`src/rtl/fifo_wr_arbiter_if.sv`:
```
// Request/ack and FIFO write-port bundle shared by the two requesters and the arbiter.
// The master side drives requests and the FIFO full flag; the slave side is the arbiter.
interface fifo_wr_arbiter_if #(
  parameter int DATA_WIDTH = 8
);
  logic                    RQ0_VLD;
  logic                    RQ0_LEN;
  logic [2*DATA_WIDTH-1:0] RQ0_DATA;
  logic                    RQ0_ACK;
  logic                    RQ1_VLD;
  logic                    RQ1_LEN;
  logic [2*DATA_WIDTH-1:0] RQ1_DATA;
  logic                    RQ1_ACK;
  logic                    W_FULL;
  logic                    W_INC;
  logic [DATA_WIDTH-1:0]   WR_DATA;
  logic                    BUSY;

  modport master (
    output RQ0_VLD, RQ0_LEN, RQ0_DATA, RQ1_VLD, RQ1_LEN, RQ1_DATA, W_FULL,
    input  RQ0_ACK, RQ1_ACK, W_INC, WR_DATA, BUSY
  );

  modport slave (
    input  RQ0_VLD, RQ0_LEN, RQ0_DATA, RQ1_VLD, RQ1_LEN, RQ1_DATA, W_FULL,
    output RQ0_ACK, RQ1_ACK, W_INC, WR_DATA, BUSY
  );
endinterface

```
`src/rtl/fifo_wr_arbiter.sv`:
```
// Round-robin arbiter that serialises 1- or 2-byte requests from two requesters
// onto a single FIFO write port, stalling on W_FULL without losing or repeating bytes.
module fifo_wr_arbiter #(
  parameter int DATA_WIDTH = 8
) (
  input logic               W_CLK,
  input logic               W_RST,
  fifo_wr_arbiter_if.slave  bus
);

  typedef enum logic [1:0] {
    IDLE  = 2'd0,
    BYTE0 = 2'd1,
    BYTE1 = 2'd2
  } state_e;

  state_e                  state_q, state_d;
  logic                    grant_q, grant_d;   // requester granted most recently; also owns the current transaction
  logic                    len_q, len_d;
  logic [2*DATA_WIDTH-1:0] data_q, data_d;

  logic                    any_vld_s;
  logic                    grant_sel_s;
  logic                    w_inc_s;
  logic                    last_byte_s;
  logic [DATA_WIDTH-1:0]   wr_data_s;

  // Round-robin pick: on a tie the requester not granted last wins.
  always_comb begin
    any_vld_s   = bus.RQ0_VLD | bus.RQ1_VLD;
    grant_sel_s = 1'b0;
    if (bus.RQ0_VLD && bus.RQ1_VLD) begin
      grant_sel_s = ~grant_q;
    end else if (bus.RQ0_VLD) begin
      grant_sel_s = 1'b0;
    end else begin
      grant_sel_s = 1'b1;
    end
  end

  // Write strobe, final-byte detection and write-data mux.
  always_comb begin
    w_inc_s     = ((state_q == BYTE0) || (state_q == BYTE1)) && !bus.W_FULL;
    last_byte_s = w_inc_s && (((state_q == BYTE0) && !len_q) || (state_q == BYTE1));
    wr_data_s   = {DATA_WIDTH{1'b0}};
    case (state_q)
      BYTE0:   wr_data_s = data_q[DATA_WIDTH-1:0];
      BYTE1:   wr_data_s = data_q[2*DATA_WIDTH-1:DATA_WIDTH];
      IDLE:    wr_data_s = {DATA_WIDTH{1'b0}};
      default: wr_data_s = {DATA_WIDTH{1'b0}};
    endcase
  end

  // Next-state logic; requester inputs are only looked at in IDLE.
  always_comb begin
    state_d = state_q;
    grant_d = grant_q;
    len_d   = len_q;
    data_d  = data_q;
    case (state_q)
      IDLE: begin
        if (any_vld_s) begin
          state_d = BYTE0;
          grant_d = grant_sel_s;
          len_d   = grant_sel_s ? bus.RQ1_LEN  : bus.RQ0_LEN;
          data_d  = grant_sel_s ? bus.RQ1_DATA : bus.RQ0_DATA;
        end else begin
          state_d = IDLE;
        end
      end
      BYTE0: begin
        if (w_inc_s) begin
          state_d = len_q ? BYTE1 : IDLE;
        end else begin
          state_d = BYTE0;
        end
      end
      BYTE1: begin
        if (w_inc_s) begin
          state_d = IDLE;
        end else begin
          state_d = BYTE1;
        end
      end
      default: state_d = IDLE;
    endcase
  end

  // State and transaction registers; reset points the grant at requester 1 so requester 0 wins the first tie.
  always_ff @(posedge W_CLK or negedge W_RST) begin
    if (!W_RST) begin
      state_q <= IDLE;
      grant_q <= 1'b1;
      len_q   <= 1'b0;
      data_q  <= {(2*DATA_WIDTH){1'b0}};
    end else begin
      state_q <= state_d;
      grant_q <= grant_d;
      len_q   <= len_d;
      data_q  <= data_d;
    end
  end

  assign bus.W_INC   = w_inc_s;
  assign bus.WR_DATA = wr_data_s;
  assign bus.RQ0_ACK = last_byte_s & ~grant_q;
  assign bus.RQ1_ACK = last_byte_s &  grant_q;
  assign bus.BUSY    = (state_q != IDLE);

  fifo_wr_arbiter_chk u_chk (
    .W_CLK  (W_CLK),
    .W_RST  (W_RST),
    .w_inc  (bus.W_INC),
    .busy   (bus.BUSY),
    .ack0   (bus.RQ0_ACK),
    .ack1   (bus.RQ1_ACK)
  );

endmodule

// Invariants of the write port: strobes only while busy, acks only with a strobe, never two acks.
module fifo_wr_arbiter_chk (
  input logic W_CLK,
  input logic W_RST,
  input logic w_inc,
  input logic busy,
  input logic ack0,
  input logic ack1
);
  a_inc_busy: assert property (@(posedge W_CLK) disable iff (!W_RST) w_inc |-> busy);
  a_ack_inc:  assert property (@(posedge W_CLK) disable iff (!W_RST) (ack0 || ack1) |-> w_inc);
  a_one_ack:  assert property (@(posedge W_CLK) disable iff (!W_RST) !(ack0 && ack1));
endmodule

```
`src/flat_wrapper.sv`:
```
// flat-port wrapper written by rule: the top's interface ports become plain ports
module fifo_wr_arbiter_flat 
#(
  parameter int DATA_WIDTH = 8
)
  (W_CLK, W_RST, bus_RQ0_VLD, bus_RQ0_LEN, bus_RQ0_DATA, bus_RQ1_VLD, bus_RQ1_LEN, bus_RQ1_DATA, bus_W_FULL, bus_RQ0_ACK, bus_RQ1_ACK, bus_W_INC, bus_WR_DATA, bus_BUSY);
  fifo_wr_arbiter_if #(.DATA_WIDTH(DATA_WIDTH)) bus_i ();
  input logic W_CLK;
  input logic W_RST;
  input wire logic [$bits(bus_i.RQ0_VLD)-1:0] bus_RQ0_VLD;
  input wire logic [$bits(bus_i.RQ0_LEN)-1:0] bus_RQ0_LEN;
  input wire logic [$bits(bus_i.RQ0_DATA)-1:0] bus_RQ0_DATA;
  input wire logic [$bits(bus_i.RQ1_VLD)-1:0] bus_RQ1_VLD;
  input wire logic [$bits(bus_i.RQ1_LEN)-1:0] bus_RQ1_LEN;
  input wire logic [$bits(bus_i.RQ1_DATA)-1:0] bus_RQ1_DATA;
  input wire logic [$bits(bus_i.W_FULL)-1:0] bus_W_FULL;
  output wire logic [$bits(bus_i.RQ0_ACK)-1:0] bus_RQ0_ACK;
  output wire logic [$bits(bus_i.RQ1_ACK)-1:0] bus_RQ1_ACK;
  output wire logic [$bits(bus_i.W_INC)-1:0] bus_W_INC;
  output wire logic [$bits(bus_i.WR_DATA)-1:0] bus_WR_DATA;
  output wire logic [$bits(bus_i.BUSY)-1:0] bus_BUSY;
  assign bus_i.RQ0_VLD = bus_RQ0_VLD;
  assign bus_i.RQ0_LEN = bus_RQ0_LEN;
  assign bus_i.RQ0_DATA = bus_RQ0_DATA;
  assign bus_i.RQ1_VLD = bus_RQ1_VLD;
  assign bus_i.RQ1_LEN = bus_RQ1_LEN;
  assign bus_i.RQ1_DATA = bus_RQ1_DATA;
  assign bus_i.W_FULL = bus_W_FULL;
  assign bus_RQ0_ACK = bus_i.RQ0_ACK;
  assign bus_RQ1_ACK = bus_i.RQ1_ACK;
  assign bus_W_INC = bus_i.W_INC;
  assign bus_WR_DATA = bus_i.WR_DATA;
  assign bus_BUSY = bus_i.BUSY;
  fifo_wr_arbiter #(.DATA_WIDTH(DATA_WIDTH)) u_core (.W_CLK(W_CLK), .W_RST(W_RST), .bus(bus_i));
endmodule
```
`config.mk`:
```
export PLATFORM = sky130hd
export DESIGN_NAME = fifo_wr_arbiter_flat
export DESIGN_NICKNAME = d
export VERILOG_FILES = /design/src/rtl/fifo_wr_arbiter_if.sv /design/src/rtl/fifo_wr_arbiter.sv /design/src/flat_wrapper.sv
export SDC_FILE = /design/constraint.sdc
export NUM_CORES = 1
export LEC_CHECK = 0
export ABC_CLOCK_PERIOD_IN_PS = 1250
export CAP_MARGIN = 20
export CORE_MARGIN = 3
export CORE_UTILIZATION = 40
export CTS_BUF_LIST = sky130_fd_sc_hd__clkbuf_2 sky130_fd_sc_hd__clkbuf_4 sky130_fd_sc_hd__clkbuf_8
export DETAILED_ROUTE_END_ITERATION = 7
export PLACE_DENSITY = 0.89
export REMOVE_ABC_BUFFERS = 1
export SYNTH_ARGS = -nofsm -noshare
export SYNTH_HDL_FRONTEND = slang
export SYNTH_SLANG_ARGS = --single-unit
```
`constraint.sdc`:
```
create_clock -name W_CLK -period 1.25 [get_ports W_CLK]
set_input_delay 0.25 -clock W_CLK [delete_from_list [all_inputs] [get_ports W_CLK]]
set_output_delay 0.25 -clock W_CLK [all_outputs]
set_load 0.01 [all_outputs]
```
* Word-level counts from Yosys, hierarchy flattened
Cells that the tools add are included.
Storage, ports and cells: register bits after elaboration 20, bits of input ports 39, output and inout bits 12, logic and storage cells 31
Operators by class: eq/ne operators 2, multiplexer cells 10, bitwise operators 4, reductions and logical operators 11
Operators by type and width (count):
- 2-to-1 mux 16 bit | 1
- one-hot mux 8 bit (2 select lines) | 1
- 2-to-1 mux 2 bit | 3
- one-hot mux 2 bit (3 select lines) | 1
- logical AND 1 bit | 4
- 2-to-1 mux 1 bit | 4
- AND 1 bit | 2
- == test 2 x 1 -> 1 bit (second input constant) | 1
- == test 2 bit (second input constant) | 1
- zero test 1 bit | 2
- zero test 2 bit | 1
- logical OR 1 bit | 2
- AND reduction 2 bit | 1
- nonzero test 2 bit | 1
- NOT 1 bit | 1
- bitwise OR 1 bit | 1

* Depth between registers and ports, before layout
depth in word-level cells 5, mapped depth 7, gate-level depth less buffers 6

* Worst setup path before layout
Ideal clock, no wire load.
path type reg2out, from register u_core.state_q[0], to output port bus_RQ0_ACK, data arrival time 1246 ps, data required time 1000 ps, slack -246 ps, cell stages (with the launch flop) 7, buffers on the path 0, path through dfrtp_1 -> inv_1 -> ha_1 -> nand2b_1 -> inv_1 -> o21ai_0 -> nor2_1
Between the ends: cells in the longest elaborated chain, start to end 5, elaborated cells on any way between the ends 8, classes of those cells eq/ne (2); bitwise (1); reduce/logical (5)
RTL lines:
- start: declaration | RTL line fifo_wr_arbiter.sv:17 | state_e state_q, state_d;
- start signal: assignment | RTL line fifo_wr_arbiter.sv:97 | state_q <= state_d;
- == test 2 x 1 -> 1 bit / == test 2 bit (equally long branches) | RTL line fifo_wr_arbiter.sv:43 | w_inc_s = ((state_q == BYTE0) || (state_q == BYTE1)) && !bus.W_FULL;
- logical OR 1 bit (*) | RTL line fifo_wr_arbiter.sv:43
- logical AND 1 bit (*) | RTL line fifo_wr_arbiter.sv:43
- via bus_W_INC | RTL line flat_wrapper.sv:19 | output wire logic [$bits(bus_i.W_INC)-1:0] bus_W_INC;
- logical AND 1 bit (*) | RTL line fifo_wr_arbiter.sv:44 | last_byte_s = w_inc_s && (((state_q == BYTE0) && !len_q) || (state_q == BYTE1));
- AND 1 bit (*) | RTL line fifo_wr_arbiter.sv:106 | assign bus.RQ0_ACK = last_byte_s & ~grant_q;
- end: declaration | RTL line flat_wrapper.sv:17 | output wire logic [$bits(bus_i.RQ0_ACK)-1:0] bus_RQ0_ACK;
The timed path passes the listed nets; every way through them passes the cells marked *.

* Worst setup path in the final report
from register u_core.state_q[0], to output port bus_WR_DATA[6]
Between the ends: cells in the longest elaborated chain, start to end 2, elaborated cells on any way between the ends 3, classes of those cells eq/ne (2); mux (1)
RTL lines:
- == test 2 bit / == test 2 x 1 -> 1 bit (equally long branches) | RTL line fifo_wr_arbiter.sv:46 | case (state_q)
- one-hot mux 8 bit (2 select lines) (*) | RTL line fifo_wr_arbiter.sv:46
- end: declaration | RTL line flat_wrapper.sv:20 | output wire logic [$bits(bus_i.WR_DATA)-1:0] bus_WR_DATA;
Mark *: on every way between the ends. The rest lies on a longest branch, timed or not.

==> out/summary.txt <==
switching portion of total power -> 0.4160
WL met3 -> 235 um
crit end category -> primary output
WS Path Type -> reg -> out
Syn Area/Cell -> 8.723 um^2
clock-pin slew on the worst setup and hold paths -> 0.12 ns
grt ovf -> 0
CP max FO -> 6
# diodes -> 0
gr usage total -> 0.2412
WP data required -> 1.00 ns
design area -> 2107 um^2
DR top layer -> met4
routed wire length -> 4265 um
CP cell instances -> buf_6 > ha_4 > buf_6 > a22oi_2 > nor2b_4 > buf_6
Synth Instances -> 141
first-pass GRT wire length -> 6706 um
Largest stage delay, worst path -> 0.45 ns
Die H -> 61.45 um
layout cell share with drive strength beyond 1 -> 0.4106
clock share of power -> 0.073
Post-Place Worst Slack -> -0.7820 ns
count of final setup violators -> 30
num rows -> 19
CTS tree -> built
setup TNS -> -9.431 ns
Critical Path AT -> 1.58 ns
H-Tree Depth -> 1
Final period util -> 1.465
vias per cell -> 5.790
area growth from synthesis to layout -> 71.31%
final hold violation count -> 0
Root Driver -> clkbuf_4
Die W -> 61.45 um
placed cell areas -> 1794 um^2
Synth cell types -> 24
post-route ant nets -> 0
Worst-Margin Slew -> 0.4607 ns
wire per inst -> 17.92 um
Psw -> 0.002201 W
post-synthesis sequential area ratio -> 0.4079
GP Congestion -> 0.8054
Final Util -> 0.7386
#FFs+latches synth -> 20
Pint -> 0.003090 W
routed wl met2 -> 2221 um
P_leak -> 0.8560 nW
I/O Buffers -> 50
Fmax -> 546.1 MHz
clock skew -> 0.01010 ns
status -> complete, but fails checks
final non-filler cell total -> 238
Slew HR -> 0.6926
Detailed Routing Iterations Pass 1 -> 4
RSZ-0062 raised after global routing -> true
CP max-delay cell -> dfrtp_1
dpl cells -> 227
vias in the first global route -> 1,432
Iteration-0 DRC Markers -> 41
Num CTS Buffers -> 3
NumNets Final -> 251
min cycle time layout -> 1.831 ns
Vias -> 1,378
part of the power in combinational logic -> 0.679
YS warnings -> 0
Worst VDD drop -> 0.001216 V
clock buffer depth -> 2
most common cell after layout, fill and taps aside -> clkdlybuf4s50_1
pwr dens -> 2511 nW/um^2
failing checks -> negative setup slack
max-slew violation count -> 0
drc violations -> 0
Post-Syn Area -> 1230 um^2
CP dominant cell by count -> buf_6
initial antenna violation count -> 0
M1 wire length -> 1695 um
largest net degree at the start of global routing -> 21
io pins -> 51
Max Cap Viol -> 0
type of the worst min-delay path -> in -> async
sequential power share -> 0.248
worst setup margin -> -0.5811 ns
clk_lat worst skew -> 0.31 ns
Die ar. -> 3776 um^2
commonest cells after routing, fill and taps aside -> clkdlybuf4s50_1, dfrtp_1, nand3_1
initial core utilization -> 0.4311
clk sinks -> 20
CORE AREA -> 2853 um^2
post-DP HPWL -> 2744 um
Critical Path Start Type -> flip-flop
## power groups by stage
stage	Combinational, W	Clock [W]	Sequential [W]
global route	0.00385	0.000410	0.00135
global placement	0.00240	0	0.00117
finish	0.00359	0.000388	0.00131
CTS	0.00335	0.000388	0.00125
detailed placement	0.00252	0	0.00120
floorplan	0.00124	0	0.00116
## routing by layer
layer,vias to the layer above,global-route usage
met4,0,0.07576
met5,-,0
li1,631,-
met1,678,0.2791
met3,14,0.04403
met2,55,0.4471
## path summary, 6_finish.rpt
kind | endpoint | slack, ns | depth (start not counted) | start
min in group W_CLK | u_core.data_q[1] | 0.50 | 3 | bus_RQ1_DATA[1]
hold / removal | u_core.data_q[11] | 0.25 | 2 | W_RST
max in group asynchronous | u_core.grant_q | 0.72 | 2 | W_RST
setup reg to reg | u_core.data_q[12] | -0.23 | 7 | u_core.state_q[0]
setup / recovery | bus_WR_DATA[6] | -0.58 | 6 | u_core.state_q[0]
hold reg to reg | u_core.data_q[7] | 0.59 | 2 | u_core.data_q[7]
## worst max-delay path: cells and delay by family, from the launching register on
kind	cells	cell delay, ns
AOI/OAI and AO/OA	1	0.19
adders and majority gates	1	0.17
buffers and inverters	3	0.39
DFF	1	0.45
and+or+nand+nor	1	0.07
## cell families after synthesis
logic type	after synthesis	synth area share
buffers and inverters	18	0.1119
DFF	20	0.4079
adders and majority gates	4	0.04069
AOI/OAI and AO/OA	48	0.2319
and+or+nand+nor	51	0.2075
## Yosys cell counts, drive strengths merged
| cell type | count | area (um^2) |
|---|---|---|
| inv | 6 | 22.52 |
| o21ai | 18 | 90.08 |
| a21oi | 3 | 15.01 |
| a22oi | 8 | 60.06 |
| dfstp | 1 | 26.28 |
| nand4b | 1 | 8.760 |
| nor2b | 10 | 70.06 |
| clkbuf | 5 | 33.78 |
| a31oi | 18 | 112.6 |
| ha | 4 | 50.05 |
| nand2b | 2 | 12.51 |
| nand3 | 17 | 85.08 |
| buf | 7 | 81.32 |
| nor2 | 20 | 75.07 |
| nand2 | 1 | 3.750 |
| dfrtp | 19 | 475.5 |
| o21a | 1 | 7.510 |
## metrics by stage
stage	power, W	hold slack, ns
2_1_floorplan	0.002404	-0.04559
3_3_place_gp	0.003571	0.5332
3_5_place_dp	0.003711	0.5452
4_1_cts	0.004984	0.2634
5_1_grt	0.005607	0.2792
6_report	0.005291	0.2546
## state kept, by name (all words and copies together), names as in the netlist
name / flops
u_core.data_q: 16
u_core.state_q: 2
u_core.grant_q: 1
u_core.len_q: 1
## area by class of cell
| cell class | count | area (um^2) |
|---|---|---|
| clock buffer | 4 | 36.28 |
| fill | 217 | 745.7 |
| inverter | 6 | 25.02 |
| multi-input combinational | 103 | 789.5 |
| sequential | 20 | 501.7 |
| tap | 31 | 38.79 |
| timing repair buffer | 74 | 715.7 |
## what timing repair did
item                       in CTS  in global routing
gates resized for setup        98                 20
gates cloned                    4                  0
buffers inserted                3                  1
hold buffers                    0                  0
setup endpoints to repair      31                 32
pin swaps                       6                  6
(Power assumes the default switching activity.)
